<file path="src/rtl/ddr2_port_arbiter_if.sv">
`default_nettype none
// ddr2_port_arbiter_if: requester-side and controller-side signal bundle of the
// DDR2 port arbiter. The arbiter uses the slave modport; the environment uses master.
interface ddr2_port_arbiter_if #(
  parameter int NUM_PORTS  = 2,
  parameter int ADDR_WIDTH = 27,
  parameter int DATA_WIDTH = 8
);
  logic [NUM_PORTS-1:0]            port_req_i;
  logic [NUM_PORTS-1:0]            port_we_i;
  logic [NUM_PORTS*ADDR_WIDTH-1:0] port_addr_i;
  logic [NUM_PORTS*DATA_WIDTH-1:0] port_wdata_i;
  logic [NUM_PORTS-1:0]            port_ack_o;
  logic [NUM_PORTS-1:0]            port_rvalid_o;
  logic                            port_rerr_o;
  logic [DATA_WIDTH-1:0]           port_rdata_o;
  logic                            cntrl_idle_i;
  logic                            cntrl_calib_complete_i;
  logic                            cntrl_rd_request_o;
  logic                            cntrl_wr_request_o;
  logic [ADDR_WIDTH-1:0]           cntrl_address_o;
  logic [DATA_WIDTH-1:0]           cntrl_wr_data_o;
  logic [DATA_WIDTH-1:0]           cntrl_rd_data_i;
  logic                            cntrl_rd_data_valid_i;
  logic                            busy_o;

  modport slave (
    input  port_req_i, port_we_i, port_addr_i, port_wdata_i,
    input  cntrl_idle_i, cntrl_calib_complete_i, cntrl_rd_data_i, cntrl_rd_data_valid_i,
    output port_ack_o, port_rvalid_o, port_rerr_o, port_rdata_o,
    output cntrl_rd_request_o, cntrl_wr_request_o, cntrl_address_o, cntrl_wr_data_o,
    output busy_o
  );

  modport master (
    output port_req_i, port_we_i, port_addr_i, port_wdata_i,
    output cntrl_idle_i, cntrl_calib_complete_i, cntrl_rd_data_i, cntrl_rd_data_valid_i,
    input  port_ack_o, port_rvalid_o, port_rerr_o, port_rdata_o,
    input  cntrl_rd_request_o, cntrl_wr_request_o, cntrl_address_o, cntrl_wr_data_o,
    input  busy_o
  );
endinterface
`default_nettype wire

</file>
<file path="src/rtl/ddr2_port_arbiter.sv">
`default_nettype none
// ddr2_port_arbiter: arbitrates NUM_PORTS byte requesters onto the single DDR2
// controller rd/wr request path and returns read data (or a timeout error) to the winner.
module ddr2_port_arbiter #(
  parameter int    NUM_PORTS  = 2,
  parameter int    ADDR_WIDTH = 27,
  parameter int    DATA_WIDTH = 8,
  parameter string ARB_MODE   = "ROUND_ROBIN",
  parameter int    RD_TIMEOUT = 1023
) (
  input wire                 clk_i,
  input wire                 rst_i,
  ddr2_port_arbiter_if.slave bus
);
  localparam int PW         = (NUM_PORTS > 1) ? $clog2(NUM_PORTS) : 1;
  localparam int CW         = $clog2(RD_TIMEOUT + 1);
  localparam bit FIXED_MODE = (ARB_MODE == "FIXED");
  localparam logic [NUM_PORTS-1:0] ONE_HOT0 = NUM_PORTS'(1);

  typedef enum logic [1:0] {
    S_IDLE    = 2'd0,
    S_ISSUE   = 2'd1,
    S_GAP     = 2'd2,
    S_WAIT_RD = 2'd3
  } state_t;

  state_t                state_q;
  logic [PW-1:0]         grant_q;
  logic [PW-1:0]         ptr_q;
  logic                  we_q;
  logic [CW-1:0]         cnt_q;
  logic [NUM_PORTS-1:0]  ack_q;
  logic [NUM_PORTS-1:0]  rvalid_q;
  logic                  rerr_q;
  logic                  rd_req_q;
  logic                  wr_req_q;
  logic [ADDR_WIDTH-1:0] addr_q;
  logic [DATA_WIDTH-1:0] wdata_q;
  logic [DATA_WIDTH-1:0] rdata_q;

  logic [PW-1:0]         grant_d;
  logic [PW-1:0]         ptr_d;
  logic                  we_d;
  logic [ADDR_WIDTH-1:0] addr_d;
  logic [DATA_WIDTH-1:0] wdata_d;
  logic                  grant_en;
  int                    base;
  int                    off;
  int                    best;

  // Winner is the requester with the smallest distance from the base index
  // (0 for fixed priority, the round-robin pointer otherwise).
  always_comb begin
    grant_d = '0;
    we_d    = 1'b0;
    addr_d  = '0;
    wdata_d = '0;
    base    = FIXED_MODE ? 0 : int'(ptr_q);
    off     = 0;
    best    = NUM_PORTS;
    for (int i = 0; i < NUM_PORTS; i++) begin
      off = i - base;
      if (off < 0) off = off + NUM_PORTS;
      if (bus.port_req_i[i] && (off < best)) begin
        best    = off;
        grant_d = PW'(i);
        we_d    = bus.port_we_i[i];
        addr_d  = bus.port_addr_i[i*ADDR_WIDTH +: ADDR_WIDTH];
        wdata_d = bus.port_wdata_i[i*DATA_WIDTH +: DATA_WIDTH];
      end
    end
    ptr_d    = (grant_d == PW'(NUM_PORTS - 1)) ? '0 : grant_d + 1'b1;
    grant_en = (|bus.port_req_i) && bus.cntrl_idle_i && bus.cntrl_calib_complete_i;
  end

  always_ff @(posedge clk_i or posedge rst_i) begin
    if (rst_i) begin
      state_q  <= S_IDLE;
      grant_q  <= '0;
      ptr_q    <= '0;
      we_q     <= 1'b0;
      cnt_q    <= '0;
      ack_q    <= '0;
      rvalid_q <= '0;
      rerr_q   <= 1'b0;
      rd_req_q <= 1'b0;
      wr_req_q <= 1'b0;
      addr_q   <= '0;
      wdata_q  <= '0;
      rdata_q  <= '0;
    end else begin
      // Strobes are single-cycle pulses; address and data hold their last values.
      ack_q    <= '0;
      rvalid_q <= '0;
      rerr_q   <= 1'b0;
      rd_req_q <= 1'b0;
      wr_req_q <= 1'b0;
      case (state_q)
        S_IDLE: begin
          if (grant_en) begin
            grant_q  <= grant_d;
            ptr_q    <= ptr_d;
            we_q     <= we_d;
            addr_q   <= addr_d;
            wdata_q  <= wdata_d;
            wr_req_q <= we_d;
            rd_req_q <= ~we_d;
            ack_q    <= ONE_HOT0 << grant_d;
            state_q  <= S_ISSUE;
          end
        end
        S_ISSUE: begin
          cnt_q   <= '0;
          state_q <= we_q ? S_GAP : S_WAIT_RD;
        end
        S_GAP: begin
          state_q <= S_IDLE;
        end
        S_WAIT_RD: begin
          if (bus.cntrl_rd_data_valid_i) begin
            rdata_q  <= bus.cntrl_rd_data_i;
            rvalid_q <= ONE_HOT0 << grant_q;
            state_q  <= S_GAP;
          end else if (cnt_q == CW'(RD_TIMEOUT - 1)) begin
            rdata_q  <= '0;
            rvalid_q <= ONE_HOT0 << grant_q;
            rerr_q   <= 1'b1;
            state_q  <= S_GAP;
          end else begin
            cnt_q <= cnt_q + CW'(1);
          end
        end
        default: state_q <= S_IDLE;
      endcase
    end
  end

  assign bus.port_ack_o         = ack_q;
  assign bus.port_rvalid_o      = rvalid_q;
  assign bus.port_rerr_o        = rerr_q;
  assign bus.port_rdata_o       = rdata_q;
  assign bus.cntrl_rd_request_o = rd_req_q;
  assign bus.cntrl_wr_request_o = wr_req_q;
  assign bus.cntrl_address_o    = addr_q;
  assign bus.cntrl_wr_data_o    = wdata_q;
  assign bus.busy_o             = (state_q != S_IDLE);
endmodule
`default_nettype wire

</file>
<file path="src/flat_wrapper.sv">
// flat-port wrapper written by rule: the top's interface ports become plain ports
module ddr2_port_arbiter_flat 
#(
  parameter int    NUM_PORTS  = 2,
  parameter int    ADDR_WIDTH = 27,
  parameter int    DATA_WIDTH = 8,
  parameter string ARB_MODE   = "           ",
  parameter int    RD_TIMEOUT = 1023
)
  (clk_i, rst_i, bus_port_req_i, bus_port_we_i, bus_port_addr_i, bus_port_wdata_i, bus_cntrl_idle_i, bus_cntrl_calib_complete_i, bus_cntrl_rd_data_i, bus_cntrl_rd_data_valid_i, bus_port_ack_o, bus_port_rvalid_o, bus_port_rerr_o, bus_port_rdata_o, bus_cntrl_rd_request_o, bus_cntrl_wr_request_o, bus_cntrl_address_o, bus_cntrl_wr_data_o, bus_busy_o);
  ddr2_port_arbiter_if #(.NUM_PORTS(NUM_PORTS), .ADDR_WIDTH(ADDR_WIDTH), .DATA_WIDTH(DATA_WIDTH)) bus_i ();
  input wire clk_i;
  input wire rst_i;
  input wire logic [$bits(bus_i.port_req_i)-1:0] bus_port_req_i;
  input wire logic [$bits(bus_i.port_we_i)-1:0] bus_port_we_i;
  input wire logic [$bits(bus_i.port_addr_i)-1:0] bus_port_addr_i;
  input wire logic [$bits(bus_i.port_wdata_i)-1:0] bus_port_wdata_i;
  input wire logic [$bits(bus_i.cntrl_idle_i)-1:0] bus_cntrl_idle_i;
  input wire logic [$bits(bus_i.cntrl_calib_complete_i)-1:0] bus_cntrl_calib_complete_i;
  input wire logic [$bits(bus_i.cntrl_rd_data_i)-1:0] bus_cntrl_rd_data_i;
  input wire logic [$bits(bus_i.cntrl_rd_data_valid_i)-1:0] bus_cntrl_rd_data_valid_i;
  output wire logic [$bits(bus_i.port_ack_o)-1:0] bus_port_ack_o;
  output wire logic [$bits(bus_i.port_rvalid_o)-1:0] bus_port_rvalid_o;
  output wire logic [$bits(bus_i.port_rerr_o)-1:0] bus_port_rerr_o;
  output wire logic [$bits(bus_i.port_rdata_o)-1:0] bus_port_rdata_o;
  output wire logic [$bits(bus_i.cntrl_rd_request_o)-1:0] bus_cntrl_rd_request_o;
  output wire logic [$bits(bus_i.cntrl_wr_request_o)-1:0] bus_cntrl_wr_request_o;
  output wire logic [$bits(bus_i.cntrl_address_o)-1:0] bus_cntrl_address_o;
  output wire logic [$bits(bus_i.cntrl_wr_data_o)-1:0] bus_cntrl_wr_data_o;
  output wire logic [$bits(bus_i.busy_o)-1:0] bus_busy_o;
  assign bus_i.port_req_i = bus_port_req_i;
  assign bus_i.port_we_i = bus_port_we_i;
  assign bus_i.port_addr_i = bus_port_addr_i;
  assign bus_i.port_wdata_i = bus_port_wdata_i;
  assign bus_i.cntrl_idle_i = bus_cntrl_idle_i;
  assign bus_i.cntrl_calib_complete_i = bus_cntrl_calib_complete_i;
  assign bus_i.cntrl_rd_data_i = bus_cntrl_rd_data_i;
  assign bus_i.cntrl_rd_data_valid_i = bus_cntrl_rd_data_valid_i;
  assign bus_port_ack_o = bus_i.port_ack_o;
  assign bus_port_rvalid_o = bus_i.port_rvalid_o;
  assign bus_port_rerr_o = bus_i.port_rerr_o;
  assign bus_port_rdata_o = bus_i.port_rdata_o;
  assign bus_cntrl_rd_request_o = bus_i.cntrl_rd_request_o;
  assign bus_cntrl_wr_request_o = bus_i.cntrl_wr_request_o;
  assign bus_cntrl_address_o = bus_i.cntrl_address_o;
  assign bus_cntrl_wr_data_o = bus_i.cntrl_wr_data_o;
  assign bus_busy_o = bus_i.busy_o;
  ddr2_port_arbiter #(.NUM_PORTS(NUM_PORTS), .ADDR_WIDTH(ADDR_WIDTH), .DATA_WIDTH(DATA_WIDTH), .ARB_MODE(ARB_MODE), .RD_TIMEOUT(RD_TIMEOUT)) u_core (.clk_i(clk_i), .rst_i(rst_i), .bus(bus_i));
endmodule
</file>
<file path="config.mk">
export PLATFORM = sky130hd
export DESIGN_NAME = ddr2_port_arbiter_flat
export DESIGN_NICKNAME = d
export VERILOG_FILES = /design/src/rtl/ddr2_port_arbiter_if.sv /design/src/rtl/ddr2_port_arbiter.sv /design/src/flat_wrapper.sv
export SDC_FILE = /design/constraint.sdc
export NUM_CORES = 1
export LEC_CHECK = 0
export CORE_MARGIN = 2
export CORE_UTILIZATION = 42
export DETAILED_ROUTE_END_ITERATION = 16
export PLACE_DENSITY = 0.84
export SETUP_SLACK_MARGIN = 0.4
export SYNTH_ARGS = -nofsm -noshare
export SYNTH_HDL_FRONTEND = slang
export SYNTH_SLANG_ARGS = --single-unit
</file>
<file path="constraint.sdc">
create_clock -name clk_i -period 2.9 [get_ports clk_i]
set_clock_uncertainty 0.1 [all_clocks]
set_input_delay 0.58 -clock clk_i [delete_from_list [all_inputs] [get_ports clk_i]]
set_output_delay 0.58 -clock clk_i [all_outputs]
set_load 0.01 [all_outputs]
</file>
## Yosys cells after proc, flatten, opt, wreduce, memory -nomap -nowiden

Cells that the tools add are included.

- Reduce and logical (&&, ||, !) cells: 13
- Add/sub/neg operators: 6
- Bitwise operators: 1
- Eq/ne operators: 8
- Order comparisons: 4
- Muxes and demuxes: 33
- Shift operators: 2

Operator list:

| cell | count |
|---|---|
| two-way mux 32 bit | 3 |
| adder 32 x 3 -> 32 bit (second input constant) | 2 |
| < comparator 32 x 1 -> 1 bit (second input constant) | 2 |
| two-way mux 27 bit | 2 |
| < comparator 32 x 3 -> 1 bit (second input constant) | 1 |
| < comparator 32 bit | 1 |
| two-way mux 8 bit | 4 |
| two-way mux 10 bit | 2 |
| one-hot mux 10 bit (2 select lines) | 1 |
| two-way mux 2 bit | 8 |
| two-way mux 1 bit | 12 |
| adder 10 x 1 -> 10 bit (second input constant) | 1 |
| equality test 10 bit (second input constant) | 1 |
| one-hot mux 2 bit (4 select lines) | 1 |
| AND reduction 2 bit | 3 |
| nonzero test 2 bit | 3 |
| equality test 2 bit (second input constant) | 2 |
| logical AND 1 bit | 4 |
| != test 2 bit (second input constant) | 2 |
| left shift 1 x 1 -> 2 bit (first input constant) | 2 |
| subtractor 1 x 1 -> 2 bit (first input constant) | 2 |
| != test 3 x 2 -> 1 bit (second input constant) | 1 |
| AND reduction 3 bit | 1 |
| equality test 2 x 1 -> 1 bit (second input constant) | 1 |
| 5 further kinds | 5 |

- Output and inout port bits: 51
- Bits in registers: 65
- Logic and storage cells: 80
- Input port bits: 87

## Longest topological paths before layout

- Depth after elaboration: 12
- Depth in mapped cells: 7
- Depth with buffers taken out: 6

## Worst setup path before layout

Ideal clock, no wire load.

- Path type: register to register
- Start: register u_core.cnt_q[0]
- End: register u_core.cnt_q[7]
- Path buffers: 0
- Data arrival time: 1439 ps
- Setup slack: 1250 ps
- Data required time: 2690 ps
- Period minus slack after synthesis: 1650 ps
- Cell stages (with the launch flop): 7
- Cell sequence: dfrtp_1 inv_1 ha_1 nand2_1 o41ai_4 o21ai_1 o41ai_1

- Cells in the longest elaborated chain, start to end: 4

Ends and longest elaborated chain:

| item | RTL line | source |
|---|---|---|
| from (decl) | ddr2_port_arbiter.sv:31 | `logic [CW-1:0] cnt_q;` |
| from (signal assigned) | ddr2_port_arbiter.sv:130 | `cnt_q <= cnt_q + CW'(1);` |
| adder 10 x 1 -> 10 bit | ddr2_port_arbiter.sv:130 |  |
| two-way mux 10 bit | ddr2_port_arbiter.sv:124 | `end else if (cnt_q == CW'(RD_TIMEOUT - 1)) begin` |
| two-way mux 10 bit | ddr2_port_arbiter.sv:120 | `if (bus.cntrl_rd_data_valid_i) begin` |
| one-hot mux 10 bit (2 select lines) | ddr2_port_arbiter.sv:98 | `case (state_q)` |

Several ways; a longest one is shown, not always the timed one. The select of a mux whose other input is x is not followed.
A chain may end at the register's enable or synchronous reset.

## Worst setup path after layout

- Start: register u_core.state_q[0]
- End: output port bus_busy_o

- Cells in the longest elaborated chain, start to end: 1

Ends and longest elaborated chain:

| item | RTL line | source |
|---|---|---|
| from (decl) | ddr2_port_arbiter.sv:27 | `state_t state_q;` |
| from (signal assigned) | ddr2_port_arbiter.sv:114 | `state_q <= we_q ? S_GAP : S_WAIT_RD;` |
| nonzero test 2 bit | ddr2_port_arbiter.sv:146 | `assign bus.busy_o = (state_q != S_IDLE);` |
| to (decl) | flat_wrapper.sv:30 | `output wire logic [$bits(bus_i.busy_o)-1:0] bus_busy_o;` |

No other way between the ends.

==> flow_summary.toml <==
[placed_design]
post-dp-hpwl_um = 6320
io_buffers = 137
post_placement_cell_count = 545
place.gp.congestion = 0.840

[clocking]
cts_root_buffer = "sky130_fd_sc_hd__clkbuf_8"
clkLatencyLatePin_ns = 0.34
cts-root-to-sink-buffers = 2
path_clk_slew_ns = 0.07
holdBufCountCts = 0
tritoncts = "yes"
cts_post_setup_buffers_inserted = 0
cts_buffers = 9
post_cts_resize_count = 0
cts_max_level = 3
clock-sinks = 65

[hold_path]
worst_hold_startpoint = "u_core.grant_q"
holdPathStages = 1
min-delay-path-class = "reg -> reg"
hold-path-endpoint = "u_core.bus.port_rvalid_o[0]"

[worst_setup_path]
r2r_setup_slack_ns = 0.90
worstPathMaxFanout = 10
worstSetupPathType = "reg -> out"
slowest_delay_ns = 0.49
path_buf_inv = 2
critPathSlowestCell = "sky130_fd_sc_hd__dfrtp_1"
r2r_start = "u_core.cnt_q[0]"
cp_data_required_time_ns = 2.22
worst_r2r_endpoint = "u_core.cnt_q[7]"
cp.arrival_ns = 1.60
start_kind = "register"
reg2reg_depth = 6
crit_path_end_kind = "output port"
timing.critical_path.max_delay_family = "buffers and inverters"
cp_cell_sequence = "nor2_2, inv_1, clkdlybuf4s50_1"

[floorplanning]
die_width_um = 89.1
die_area_sq_um = 7940
effective_utilization_at_floorplan_pct = 42.6
core-area_sq_um = 7140
ios = 138
fp.dieH_um = 89.1
placement_rows = 31

[routing]
remaining_drc_errors = 0
totalWireLength_um = 8720
vias_per_cell = 5.32
drt-pass1-iter-count = 4
via_total_after_detailed_routing = 2986
drt.antenna.violating_nets = 0
first_iter_violations = 147
route.detailed.wl_per_inst_um = 15.5

[power_and_ir_drop]
switching_share_pct = 32.3
static-leakage-power_nw = 1.97
net-switching-power_mw = 1.37
power_density_nw_per_um2 = 890
ir_drop_v = 0.000484
pwr-share-comb_pct = 40.0
seq_power_share_pct = 36.0
report.power.total_mw = 4.24
intPower_mw = 2.87
clock_power_share_pct = 24.0

[sta]
maxSlewHeadroom_pct = 57.5
grt_setup_unrepaired = "false"
fmaxAchievable_mhz = 439
timing.final.max_slew_violations = 0
totalNegativeSetupSlack_ns = 0
finalWorstPathRequiredPeriod_ns = 2.28
final_critical_path_share_of_the_clock_period_pct = 78.5
timing_worst_slew_pin_value_ns = 0.636
hold_ws_ns = 0.366
hold_violations = 0
timing.final.setup_violations = 0

[synthesis]
synthMuxAreaShare_pct = 0
synthesis.instances = 327
synth.largest_area_cell = "sky130_fd_sc_hd__dfrtp_1"
post_synth_fa_ha_maj_area_fraction_pct = 0.822
yosys_register_bits = 65
postSynthAreaPerCell_sq_um = 9.31
synth.net_count = 416
register_area_share_after_synthesis_pct = 53.5
netlist.area_leader.share_pct = 53.5
mappedNetlistArea_sq_um = 3040
synth_top_family_by_area = "simple AND/OR/NAND/NOR gates"
synth_compound_gate_area_share_pct = 18.7
yosysWarningCount = 0
synth_xor_xnor_area_share_pct = 0
yosys.area_share.simple_pct = 21.6
synth.distinct_cells = 41
synthTopCellsByArea = "sky130_fd_sc_hd__dfrtp_1 53%, sky130_fd_sc_hd__a31oi_1 7.8%, sky130_fd_sc_hd__nand3_1 6.6%"

[global_route]
grt_antenna_before_repair = 0
grt_max_degree = 43
grt_overflow = 0
first_global_vias = 2982
global_route.usage.total_pct = 22.4
grt_first_pass_wirelength_um = 13700

[cells_and_area]
area.growth.synth_to_final_pct = 56.6
layoutNonFillerInstCount = 561
design.final.nets = 546
drive_gt1_share_pct = 7.14
antenna_diode_count = 0

[run_status]
outcome = "finished clean"

[run]
max-cap-violations = 0
-- cells by family (layout without fill, tap and decap cells) --
| family | after synthesis | in the layout |
|---|---|---|
| AOI/OAI and AO/OA | 79 | 79 |
| adders and majority gates | 2 | 2 |
| buffers and inverters | 34 | 169 |
| DFF | 65 | 65 |
| and+or+nand+nor | 147 | 147 |
-- flip-flops by register name (all words and copies together), names as in the netlist --
| name | count |
|---|---|
| u_core.bus.cntrl_address_o | 27 |
| u_core.bus.cntrl_rd_request_o | 1 |
| u_core.bus.cntrl_wr_data_o | 8 |
| u_core.bus.cntrl_wr_request_o | 1 |
| u_core.bus.port_ack_o | 2 |
| u_core.bus.port_rdata_o | 8 |
| u_core.bus.port_rerr_o | 1 |
| u_core.bus.port_rvalid_o | 2 |
| u_core.cnt_q | 10 |
| u_core.grant_q | 1 |
| u_core.ptr_q | 1 |
| u_core.state_q | 2 |
| u_core.we_q | 1 |
-- Yosys cell counts, drive strengths merged --
library cell and instances:
dfrtp 65, nor2 47, nand2 45, nand3 40
a31oi 38, buf 21, o21ai 10, inv 9
a21oi 8, a22o 8, nand4 5, clkbuf 4
a41oi 3, and3 3, a21boi 2, and4 2
ha 2, o41ai 2, a21o 1, a31o 1
and2 1, nand2b 1, nand3b 1, nor4b 1
o2111a 1, o2111ai 1, o221ai 1, o22ai 1
o31a 1, o31ai 1, or3 1
-- stage by stage --
step           instance area [sq um]  setup WS [ns]  utilization, %
6_report                        4760          0.623            66.8
3_5_place_dp                    4500          0.580            63.0
4_1_cts                         4760          0.618            66.8
2_1_floorplan                   3040          0.594               -
3_3_place_gp                    4500          0.662            63.0
5_1_grt                         4760          0.526            66.8
-- layout make-up --
type / instances / area (sq um)
Sequential cell: 65 / 1630
Multi-Input combinational cell: 228 / 1250
Timing Repair Buffer: 144 / 1460
Clock buffer: 9 / 124
Tap cell: 99 / 124
Clock inverter: 7 / 143
Fill cell: 563 / 2370
Inverter: 9 / 33.8
-- power by group through the flow --
stage	sequential, mW	combinational (mW)	clock [mW]
floorplan	1.62	0.671	0
global placement	1.52	1.66	0
detailed placement	1.54	1.70	0
CTS	1.53	1.71	1.03
global route	1.58	1.85	1.07
finish	1.53	1.70	1.02
-- how the worst max path moves through the flow --
| stage | depth (start not counted) | startpoint | slack, ns | end |
|---|---|---|---|---|
| floorplan | 1 | rst_i | 0.59 | u_core.bus.cntrl_address_o[0] |
| global placement | 6 | bus_port_req_i[0] | 0.66 | u_core.bus.cntrl_wr_data_o[2] |
| detailed placement | 6 | bus_port_req_i[0] | 0.58 | u_core.bus.cntrl_address_o[6] |
| CTS | 3 | u_core.state_q[0] | 0.62 | bus_busy_o |
| global route | 3 | u_core.state_q[0] | 0.53 | bus_busy_o |
| finish | 3 | u_core.state_q[0] | 0.62 | bus_busy_o |
-- placed cells by master (no fill, tap or decap), types with 2 or more instances in the layout --
master	netlist	layout
sky130_fd_sc_hd__buf_12	0	3
sky130_fd_sc_hd__bufinv_16	0	4
sky130_fd_sc_hd__buf_4	5	4
sky130_fd_sc_hd__inv_1	8	7
sky130_fd_sc_hd__nand2_1	45	45
sky130_fd_sc_hd__a22o_1	8	8
sky130_fd_sc_hd__dfrtp_1	65	65
sky130_fd_sc_hd__and4_1	2	2
sky130_fd_sc_hd__nand3_1	40	40
sky130_fd_sc_hd__o21ai_0	3	3
sky130_fd_sc_hd__and3_1	3	3
sky130_fd_sc_hd__clkbuf_8	0	9
sky130_fd_sc_hd__clkinv_4	0	2
sky130_fd_sc_hd__inv_2	1	2
sky130_fd_sc_hd__nor2_1	46	46
sky130_fd_sc_hd__a41oi_1	3	3
sky130_fd_sc_hd__a21oi_1	7	7
sky130_fd_sc_hd__a31oi_1	38	38
sky130_fd_sc_hd__o21ai_1	6	6
sky130_fd_sc_hd__clkdlybuf4s50_1	0	137
sky130_fd_sc_hd__nand4_1	4	4
sky130_fd_sc_hd__ha_1	2	2
-- routing by layer --
metal	vias to the layer above	track usage, %	wire length [um]	share of wire [%]
li1	1430	-	-	-
met4	0	6.65	104	1.2
met5	-	0	0	0
met3	12	8.31	639	7.3
met2	130	39.9	4540	52
met1	1414	24.9	3440	39
Power figures use the tool's default switching activity.
